$ cat src/rtl/cruise_sched_if.sv
// rtl/cruise_sched_if.sv - target-speed load channel between driver controls and cruise_sched
interface cruise_sched_if;
    logic       set_valid;
    logic [7:0] set_speed;
    logic       set_ready;

    modport master (
        output set_valid,
        output set_speed,
        input  set_ready
    );

    modport slave (
        input  set_valid,
        input  set_speed,
        output set_ready
    );
endinterface

$ cat src/rtl/cruise_sched.sv
// rtl/cruise_sched.sv - ramp-limited accelerator/brake command scheduler for cruise control
// Optional watchdog on stuck ACCEL/BRAKE enabled by defining CRUISE_WDT_EN.
module cruise_sched #(
    parameter int STEP        = 10,
    parameter int HYST        = 4,
    parameter int HOLD_CYCLES = 4,
    parameter int AF_MAX      = 200,
    parameter int BF_MAX      = 200,
    parameter int WDT_CYCLES  = 64
) (
    input  logic              clk,
    input  logic              rst,
    input  logic [7:0]        speed,
    cruise_sched_if.slave     set,
    input  logic              cancel,
    input  logic              drv_brake,
    input  logic [7:0]        drv_bf,
    output logic [7:0]        af,
    output logic [7:0]        bf,
    output logic [1:0]        state,
    output logic              engaged,
    output logic              at_speed,
    output logic [7:0]        target,
    output logic              fault
);
    typedef enum logic [1:0] {
        IDLE   = 2'd0,
        ACCEL  = 2'd1,
        CRUISE = 2'd2,
        BRAKE  = 2'd3
    } state_t;

    localparam int HW = $clog2(HOLD_CYCLES + 1);

    if (WDT_CYCLES < 1) begin : g_bad_wdt
        $error("WDT_CYCLES must be at least 1");
    end

    state_t        state_q, state_d;
    logic [7:0]    af_d, bf_d, target_d;
    logic          at_d;
    logic [HW-1:0] hold_q, hold_d;
    logic          set_ok;

    function automatic logic [7:0] lo_of(input logic [7:0] t);
        lo_of = (t >= 8'(HYST)) ? t - 8'(HYST) : 8'd0;
    endfunction

    function automatic logic [7:0] hi_of(input logic [7:0] t);
        logic [8:0] s;
        s = {1'b0, t} + 9'(HYST);
        hi_of = (s > 9'd255) ? 8'hFF : s[7:0];
    endfunction

    function automatic state_t band(input logic [7:0] t, input logic [7:0] spd);
        if (spd < lo_of(t))      band = ACCEL;
        else if (spd > hi_of(t)) band = BRAKE;
        else                     band = CRUISE;
    endfunction

    // Sum is 9 bits wide so the ceiling clamps instead of the command wrapping.
    function automatic logic [7:0] ramp(input logic [7:0] v, input int mx);
        logic [8:0] s;
        s = {1'b0, v} + 9'(STEP);
        ramp = (s > 9'(mx)) ? 8'(mx) : s[7:0];
    endfunction

    assign set.set_ready = !drv_brake && !cancel;
    assign set_ok        = set.set_valid && set.set_ready;
    assign state         = state_q;
    assign engaged       = (state_q != IDLE);

`ifdef CRUISE_WDT_EN
    localparam int WW = $clog2(WDT_CYCLES + 1);
    logic [WW-1:0] wdt_q, wdt_d;
    logic          fault_q, fault_d;
    logic          trip;

    assign trip  = (state_q == ACCEL || state_q == BRAKE) && (wdt_q == WW'(WDT_CYCLES - 1));
    assign fault = fault_q;
`else
    assign fault = 1'b0;
`endif

    always_comb begin
        state_d  = state_q;
        af_d     = af;
        bf_d     = bf;
        target_d = target;
        at_d     = at_speed;
        hold_d   = hold_q;
`ifdef CRUISE_WDT_EN
        fault_d  = 1'b0;
`endif
        if (drv_brake) begin
            state_d = IDLE;
            af_d    = 8'd0;
            bf_d    = drv_bf;
            at_d    = 1'b0;
            hold_d  = '0;
        end else if (cancel) begin
            state_d = IDLE;
            af_d    = 8'd0;
            bf_d    = 8'd0;
            at_d    = 1'b0;
            hold_d  = '0;
        end else if (set_ok) begin
            // Band is judged against the incoming target, not the old one.
            target_d = set.set_speed;
            state_d  = band(set.set_speed, speed);
            af_d     = 8'd0;
            bf_d     = 8'd0;
            at_d     = 1'b0;
            hold_d   = '0;
`ifdef CRUISE_WDT_EN
        end else if (trip) begin
            state_d = IDLE;
            af_d    = 8'd0;
            bf_d    = 8'd0;
            at_d    = 1'b0;
            hold_d  = '0;
            fault_d = 1'b1;
`endif
        end else begin
            case (state_q)
                ACCEL: begin
                    bf_d   = 8'd0;
                    at_d   = 1'b0;
                    hold_d = '0;
                    if (speed >= lo_of(target)) begin
                        state_d = CRUISE;
                        af_d    = 8'd0;
                    end else begin
                        af_d = ramp(af, AF_MAX);
                    end
                end
                BRAKE: begin
                    af_d   = 8'd0;
                    at_d   = 1'b0;
                    hold_d = '0;
                    if (speed <= hi_of(target)) begin
                        state_d = CRUISE;
                        bf_d    = 8'd0;
                    end else begin
                        bf_d = ramp(bf, BF_MAX);
                    end
                end
                CRUISE: begin
                    af_d = 8'd0;
                    bf_d = 8'd0;
                    if (band(target, speed) == CRUISE) begin
                        if (hold_q != HW'(HOLD_CYCLES)) hold_d = hold_q + 1'b1;
                        at_d = (hold_d == HW'(HOLD_CYCLES));
                    end else begin
                        state_d = band(target, speed);
                        hold_d  = '0;
                        at_d    = 1'b0;
                    end
                end
                default: begin
                    af_d   = 8'd0;
                    bf_d   = 8'd0;
                    at_d   = 1'b0;
                    hold_d = '0;
                end
            endcase
        end
    end

`ifdef CRUISE_WDT_EN
    always_comb begin
        wdt_d = '0;
        if ((state_q == ACCEL || state_q == BRAKE) &&
            (state_d == ACCEL || state_d == BRAKE) && !set_ok && !trip)
            wdt_d = wdt_q + 1'b1;
    end

    always_ff @(posedge clk) begin
        if (rst) begin
            wdt_q   <= '0;
            fault_q <= 1'b0;
        end else begin
            wdt_q   <= wdt_d;
            fault_q <= fault_d;
        end
    end
`endif

    always_ff @(posedge clk) begin
        if (rst) begin
            state_q  <= IDLE;
            af       <= 8'd0;
            bf       <= 8'd0;
            target   <= 8'd0;
            at_speed <= 1'b0;
            hold_q   <= '0;
        end else begin
            state_q  <= state_d;
            af       <= af_d;
            bf       <= bf_d;
            target   <= target_d;
            at_speed <= at_d;
            hold_q   <= hold_d;
        end
    end
endmodule

$ cat src/flat_wrapper.sv
// flat-port wrapper written by rule: the top's interface ports become plain ports
module cruise_sched_flat 
#(
    parameter int STEP        = 10,
    parameter int HYST        = 4,
    parameter int HOLD_CYCLES = 4,
    parameter int AF_MAX      = 200,
    parameter int BF_MAX      = 200,
    parameter int WDT_CYCLES  = 64
)
  (clk, rst, speed, cancel, drv_brake, drv_bf, af, bf, state, engaged, at_speed, target, fault, set_set_valid, set_set_speed, set_set_ready);
  cruise_sched_if set_i ();
  input  logic clk;
  input  logic rst;
  input  logic [7:0] speed;
  input  logic cancel;
  input  logic drv_brake;
  input  logic [7:0] drv_bf;
  output logic [7:0] af;
  output logic [7:0] bf;
  output logic [1:0] state;
  output logic engaged;
  output logic at_speed;
  output logic [7:0] target;
  output logic fault;
  input wire logic [$bits(set_i.set_valid)-1:0] set_set_valid;
  input wire logic [$bits(set_i.set_speed)-1:0] set_set_speed;
  output wire logic [$bits(set_i.set_ready)-1:0] set_set_ready;
  assign set_i.set_valid = set_set_valid;
  assign set_i.set_speed = set_set_speed;
  assign set_set_ready = set_i.set_ready;
  cruise_sched #(.STEP(STEP), .HYST(HYST), .HOLD_CYCLES(HOLD_CYCLES), .AF_MAX(AF_MAX), .BF_MAX(BF_MAX), .WDT_CYCLES(WDT_CYCLES)) u_core (.clk(clk), .rst(rst), .speed(speed), .set(set_i), .cancel(cancel), .drv_brake(drv_brake), .drv_bf(drv_bf), .af(af), .bf(bf), .state(state), .engaged(engaged), .at_speed(at_speed), .target(target), .fault(fault));
endmodule
$ cat config.mk
export PLATFORM = sky130hd
export DESIGN_NAME = cruise_sched_flat
export DESIGN_NICKNAME = d
export VERILOG_FILES = /design/src/rtl/cruise_sched_if.sv /design/src/rtl/cruise_sched.sv /design/src/flat_wrapper.sv
export SDC_FILE = /design/constraint.sdc
export NUM_CORES = 1
export LEC_CHECK = 0
export ABC_AREA = 1
export BUFFER_PORTS_ARGS = -buffer_cell sky130_fd_sc_hd__buf_2
export CAP_MARGIN = 20
export CORE_MARGIN = 3
export CORE_UTILIZATION = 55
export CTS_CLUSTER_DIAMETER = 40
export DETAILED_ROUTE_END_ITERATION = 8
export PLACE_DENSITY = 0.8
export SYNTH_ARGS = -nofsm -noshare
export SYNTH_HDL_FRONTEND = slang
export SYNTH_SLANG_ARGS = --single-unit
$ cat constraint.sdc
create_clock -name clk -period 3.3 [get_ports clk]
set_clock_uncertainty 0.1 [all_clocks]
set_input_delay 0.495 -clock clk [delete_from_list [all_inputs] [get_ports clk]]
set_output_delay 0.495 -clock clk [all_outputs]
set_load 0.01 [all_outputs]
=== Word level (Yosys, flattened, before mapping) ===
Index checks and enable logic that the tools add are counted.

* Bits in registers: 30
* Logic and storage cells: 82
* Input bits: 29
* Output and inout port bits: 30

* Mux-type cells: 30
* $add $sub $neg: 7
* Eq/ne operators: 9
* Reduce and logical (&&, ||, !) cells: 12
* $lt $le $gt $ge: 12
* Bitwise operators: 5

{| class="wikitable"
|+ Operator list
! cell !! number
|-
| 8-bit 2-to-1 mux || 11
|-
| 9-bit by 8-bit greater-than comparator with 1-bit output, second input constant || 4
|-
| 2-bit 2-to-1 mux || 10
|-
| 8-bit by 3-bit adder with 9-bit output, second input constant || 2
|-
| 8-bit by 4-bit adder with 9-bit output, second input constant || 2
|-
| 3-bit 2-to-1 mux || 6
|-
| 8-bit by 3-bit greater-or-equal comparator with 1-bit output, second input constant || 2
|-
| 8-bit greater-than comparator || 2
|-
| 8-bit < comparator || 2
|-
| 8-bit by 3-bit subtractor with 8-bit output, second input constant || 2
|-
| 6-bit OR reduction || 2
|-
| 8-bit greater-or-equal comparator || 1
|-
| 8-bit less-or-equal comparator || 1
|-
| 7-bit OR reduction || 1
|-
| 2-bit equality test, second input constant || 3
|-
| 3-bit by 1-bit inequality test with 1-bit output, second input constant || 2
|-
| 2-bit one-hot mux with 3 select lines || 1
|-
| 1-bit NOT || 5
|-
| 4-bit AND reduction || 1
|-
| 4-bit nonzero test || 1
|-
| 3-bit by 1-bit adder with 3-bit output, second input constant || 1
|-
| 3-bit equality test, second input constant || 1
|-
| 3-bit by 2-bit inequality test with 1-bit output, second input constant || 1
|-
| 3-bit inequality test, second input constant || 1
|-
| other kinds (7) || 10
|}

=== Depth between registers and ports, before layout ===
* Depth after elaboration: 17
* Depth in mapped cells: 21
* Gate-level depth less buffers: 21

=== Worst setup path after synthesis ===
OpenSTA, ideal clock, no wires.

* Path type: reg-to-reg
* From: reg u_core.target[2]
* To: reg u_core.bf[0]
* Library setup time: 0.070 ns
* Arrival: 2.676 ns
* Buffers on the path: 0
* Slack: 0.454 ns
* Cell stages (with the launch flop): 19
* Required time: 3.130 ns
* Cell sequence: dfxtp_1 > inv_1 > ha_1 > inv_1 > nor2_1 > nand3_1 > nor3_1 > nand3b_1 > nand2_1 > nor2_1 > ha_1 > nand2_1 > o21ai_0 > nand2_1 > nand2_1 > nand4_1 > nor3_2 > nand2_1 > a21oi_1

* Cells in the longest elaborated chain, start to end: 9

{| class="wikitable"
|+ Ends and longest elaborated chain
! item !! line !! RTL
|-
| start: declaration || cruise_sched.sv:23 || <nowiki>output logic [7:0] target,</nowiki>
|-
| start signal: assignment || cruise_sched.sv:201 || <nowiki>target <= target_d;</nowiki>
|-
| 8-bit by 3-bit adder with 9-bit output * || cruise_sched.sv:51 || <nowiki>s = {1'b0, t} + 9'(HYST);</nowiki>
|-
| 9-bit by 8-bit greater-than comparator with 1-bit output || cruise_sched.sv:52 || <nowiki>hi_of = (s > 9'd255) ? 8'hFF : s[7:0];</nowiki>
|-
| 8-bit 2-to-1 mux * || cruise_sched.sv:52 ||
|-
| 8-bit less-or-equal comparator * || cruise_sched.sv:141 || <nowiki>if (speed <= hi_of(target)) begin</nowiki>
|-
| 8-bit 2-to-1 mux * || cruise_sched.sv:141 ||
|-
| 8-bit 2-to-1 mux * || cruise_sched.sv:125 || <nowiki>case (state_q)</nowiki>
|-
| 8-bit 2-to-1 mux * || cruise_sched.sv:107 || <nowiki>end else if (set_ok) begin</nowiki>
|-
| 8-bit 2-to-1 mux * || cruise_sched.sv:101 || <nowiki>end else if (cancel) begin</nowiki>
|-
| 8-bit 2-to-1 mux * || cruise_sched.sv:95 || <nowiki>if (drv_brake) begin</nowiki>
|-
| end signal: assignment || cruise_sched.sv:193 || <nowiki>bf <= 8'd0;</nowiki>
|-
| end signal: assignment || cruise_sched.sv:200 || <nowiki>bf <= bf_d;</nowiki>
|-
| end: declaration || cruise_sched.sv:19 || <nowiki>output logic [7:0] bf,</nowiki>
|}

Mark *: on every way between the ends. The rest lies on a longest branch, timed or not.
A chain may end at the register's enable or synchronous reset.

=== Worst setup path after layout ===
* From: reg u_core.target[3]
* To: reg u_core.at_speed

* Cells in the longest elaborated chain, start to end: 13
* Elaborated cells between the ends (all ways): 17
* Classes of those cells: 2 x add/sub; 4 x order compare; 1 x eq/ne; 8 x mux; 1 x bitwise; 1 x reduce/logical

{| class="wikitable"
|+ Ends and longest elaborated chain
! item !! line !! RTL
|-
| 8-bit by 3-bit adder with 9-bit output || cruise_sched.sv:51 ||
|-
| 9-bit by 8-bit greater-than comparator with 1-bit output || cruise_sched.sv:52 ||
|-
| 8-bit 2-to-1 mux || cruise_sched.sv:52 ||
|-
| 8-bit greater-than comparator || cruise_sched.sv:57 || <nowiki>else if (spd > hi_of(t)) band = BRAKE;</nowiki>
|-
| 1-bit 2-to-1 mux || cruise_sched.sv:57 ||
|-
| 2-bit 2-to-1 mux * || cruise_sched.sv:56 || <nowiki>if (spd < lo_of(t)) band = ACCEL;</nowiki>
|-
| 2-bit 2-to-1 mux * || cruise_sched.sv:125 ||
|-
| 2-bit 2-to-1 mux * || cruise_sched.sv:107 ||
|-
| 2-bit 2-to-1 mux * || cruise_sched.sv:101 ||
|-
| 2-bit 2-to-1 mux * || cruise_sched.sv:95 ||
|-
| 2-bit equality test * || cruise_sched.sv:151 || <nowiki>if (band(target, speed) == CRUISE) begin</nowiki>
|-
| 1-bit NOT (no source line) * || - ||
|-
| 6-bit OR reduction (no source line) * || - ||
|-
| end signal: assignment || cruise_sched.sv:202 || <nowiki>at_speed <= at_d;</nowiki>
|-
| end: declaration || cruise_sched.sv:22 || <nowiki>output logic at_speed,</nowiki>
|}

Mark *: on every way between the ends. The rest lies on a longest branch, timed or not. The select of a mux whose other input is x is not followed.

==> run metrics <==
CP required 3.44 ns; DR WL/cell 11.9 µm; Initial Util 0.577; Crit path top cell by count nor2_1; fin crit share 0.911; CTS root buf clkbuf_8; DR pass1 iterations 4; post-synth cell types 36; Util after Layout 0.677; Vias 2820; setup TNS 0 ns; Leak Pwr 0.00175 µW; critical path's top delay family simple AND/OR/NAND/NOR gates; Area Overhead vs Synth 17.5%; final hold violation count 0; dpl cell area 0.00311 mm²; Worst-path clk slew 0.07 ns; Synth Cell Area 0.00278 mm²; die width 77.1 µm; Detail Placement HPWL 5250 µm; pins over their slew limit 0; H-Tree Depth 2; Synth area leaders dfxtp_1 (21%), ha_1 (20%), nand2_1 (12%), inv_1 (8.0%), nor2_1 (7.6%); critical path class register to register; max cap viols 0; core area 0.00482 mm²; Total GRT Usage 0.225; worst skew pair latency 0.29 ns; outcome completed; Seq/Total Area, Yosys 0.209; final cell count without fillers 542; final setup fails 0; Die ar. 0.00594 mm²; ys flop type dfxtp_1; Mapped Cells 415; Overflow after GRT 0; post-synthesis register bit count 29; Ys Warns 0; chip height 77.1 µm; WP data arrival 3.14 ns; post-route cell area 0.00326 mm²; initial DRC count 136; CP endpoint kind register; Reg2Reg Setup Slack 0.29 ns; critical path, cell by cell inv_1, ha_1, inv_1, nor2_1, nand3_1, nor3_2, nand3b_1, nand2_2, nor2_1, ha_1, a21oi_1, nor2_1, nor3_1, nand2_1, nand2_1, nand4_1, a21oi_2, and3_1; n_diodes 0; Crit path buffers/inverters 2; # clock sinks 29; Antenna Violating Nets Remaining 0; most frequent cell after synthesis nand2_1; Post-synth top cells nand2_1 (89), inv_1 (59), nor2_1 (56); gpl congestion 0.872; detailed-route DRC error count 0; Crit Path Max Fanout 6; Post-synth EDFFs 0; top-area cell type share of the netlist area 0.209; io pins 59; Via density 5.20; first-pass GRT wire length 11100 µm; Power, Total 1030 µW; worst vdd ir 0.000267 V; Num CTS Buffers 5; average size of a mapped cell 6.69 µm²; Post-Place Cells 533; Yosys top cell by area dfxtp_1; ys async rst share 0; Routed WL 6450 µm; Crit-path slowest cell dfxtp_2; startpoint type of the worst setup path register; pwr dens 315 mW/mm²; largest net degree at the start of global routing 23; Tmin final 3.01 ns; final net count 547; maximum clock insertion buffer count 2; worst min path class input port to register; Worst path max stage delay 0.37 ns; RSZ-0062 raised after global routing no; vias in the first global route 2554; I/O Buffers 56; layout cells sized above 1 0.173; max frequency 0.333 GHz; antenna violations before repair 0; Core Rows 25; CTS tree built
-- cells in the final DEF, fill, tap and decap left out, types with 2 or more instances in the layout --
master / count
a211oi_1: 8
a21oi_1: 30
a21oi_2: 2
buf_2: 56
buf_4: 3
clkbuf_8: 5
conb_1: 2
dfxtp_1: 27
dfxtp_2: 2
ha_1: 44
inv_1: 59
nand2_1: 88
nand3_1: 19
nand3b_1: 5
nand4_1: 10
nor2_1: 56
nor3_1: 5
nor3_2: 2
nor3_4: 2
o21ai_0: 12
o21bai_1: 2
xnor2_1: 3
xor2_1: 15
-- path summary, 6_finish.rpt --
path,start,to,cells after the start
max,u_core.target[3]$_SDFFE_PP0P_,u_core.at_speed$_SDFF_PP0_,18
min,drv_bf[5],u_core.bf[5]$_SDFF_PP0_,3
max reg2reg,u_core.target[3]$_SDFFE_PP0P_,u_core.at_speed$_SDFF_PP0_,18
min reg2reg,u_core.bf[0]$_SDFFE_PP0P_,u_core.bf[0]$_SDFFE_PP0P_,2
-- where the power goes --
part / switching (µW) / internal, µW / total (µW)
clock network: 148 / 226 / 373
logic: 171 / 112 / 283
registers: 11.5 / 360 / 371
total: 330 / 697 / 1030
-- timing repair --
item	CTS	global route
hold buffers	0	0
gates resized for setup	0	7
buffers inserted	0	1
setup endpoints to repair	0	13
-- logic make-up (layout without fill, tap and decap cells) --
logic type,count (synthesis),after routing,synth area share
buffers and inverters,68,127,0.0986
AOI/OAI and AO/OA,59,59,0.122
DFF,29,29,0.209
xor gates and xnor gates,19,19,0.0599
adders and majority gates,44,44,0.198
other,1,2,0.00135
and+or+nand+nor,195,195,0.311
-- sequential cells by signal, indices dropped and copies added, names as in the netlist --
signal           count
u_core.at_speed      1
u_core.state         2
u_core.hold_q        3
u_core.af            7
u_core.target        8
u_core.bf            8
-- worst min-delay path: cells and delay by family --
family | cells | cell delay (ns)
buf+inv | 1 | 0.09
simple gates | 1 | 0.05
compound gates | 1 | 0.05
-- stage by stage --
step                      worst slack (ns)  hold WS, ns
after floorplan                      0.454        0.384
after global placement               0.240        0.360
after detailed placement             0.190        0.364
after CTS                            0.168        0.355
after global routing               0.00505        0.361
final                                0.294        0.357
-- layout make-up --
cell class / instances / area [µm²]
Fill cell: 458 / 1550
Tap cell: 67 / 83.8
Clock buffer: 5 / 68.8
Timing Repair Buffer: 59 / 303
Inverter: 60 / 225
Sequential cell: 29 / 583
Clock inverter: 3 / 46.3
Multi-Input combinational cell: 319 / 1950
-- metal layers --
layer  GRT usage  vias up  wire length (µm)
li1            -     1472                 -
met1       0.294     1275              3010
met2       0.379       67              3030
met3      0.0399        6               343
met4      0.0623        0                70
met5           0        -                 0
Note: power is estimated with default switching activity, not from simulation.
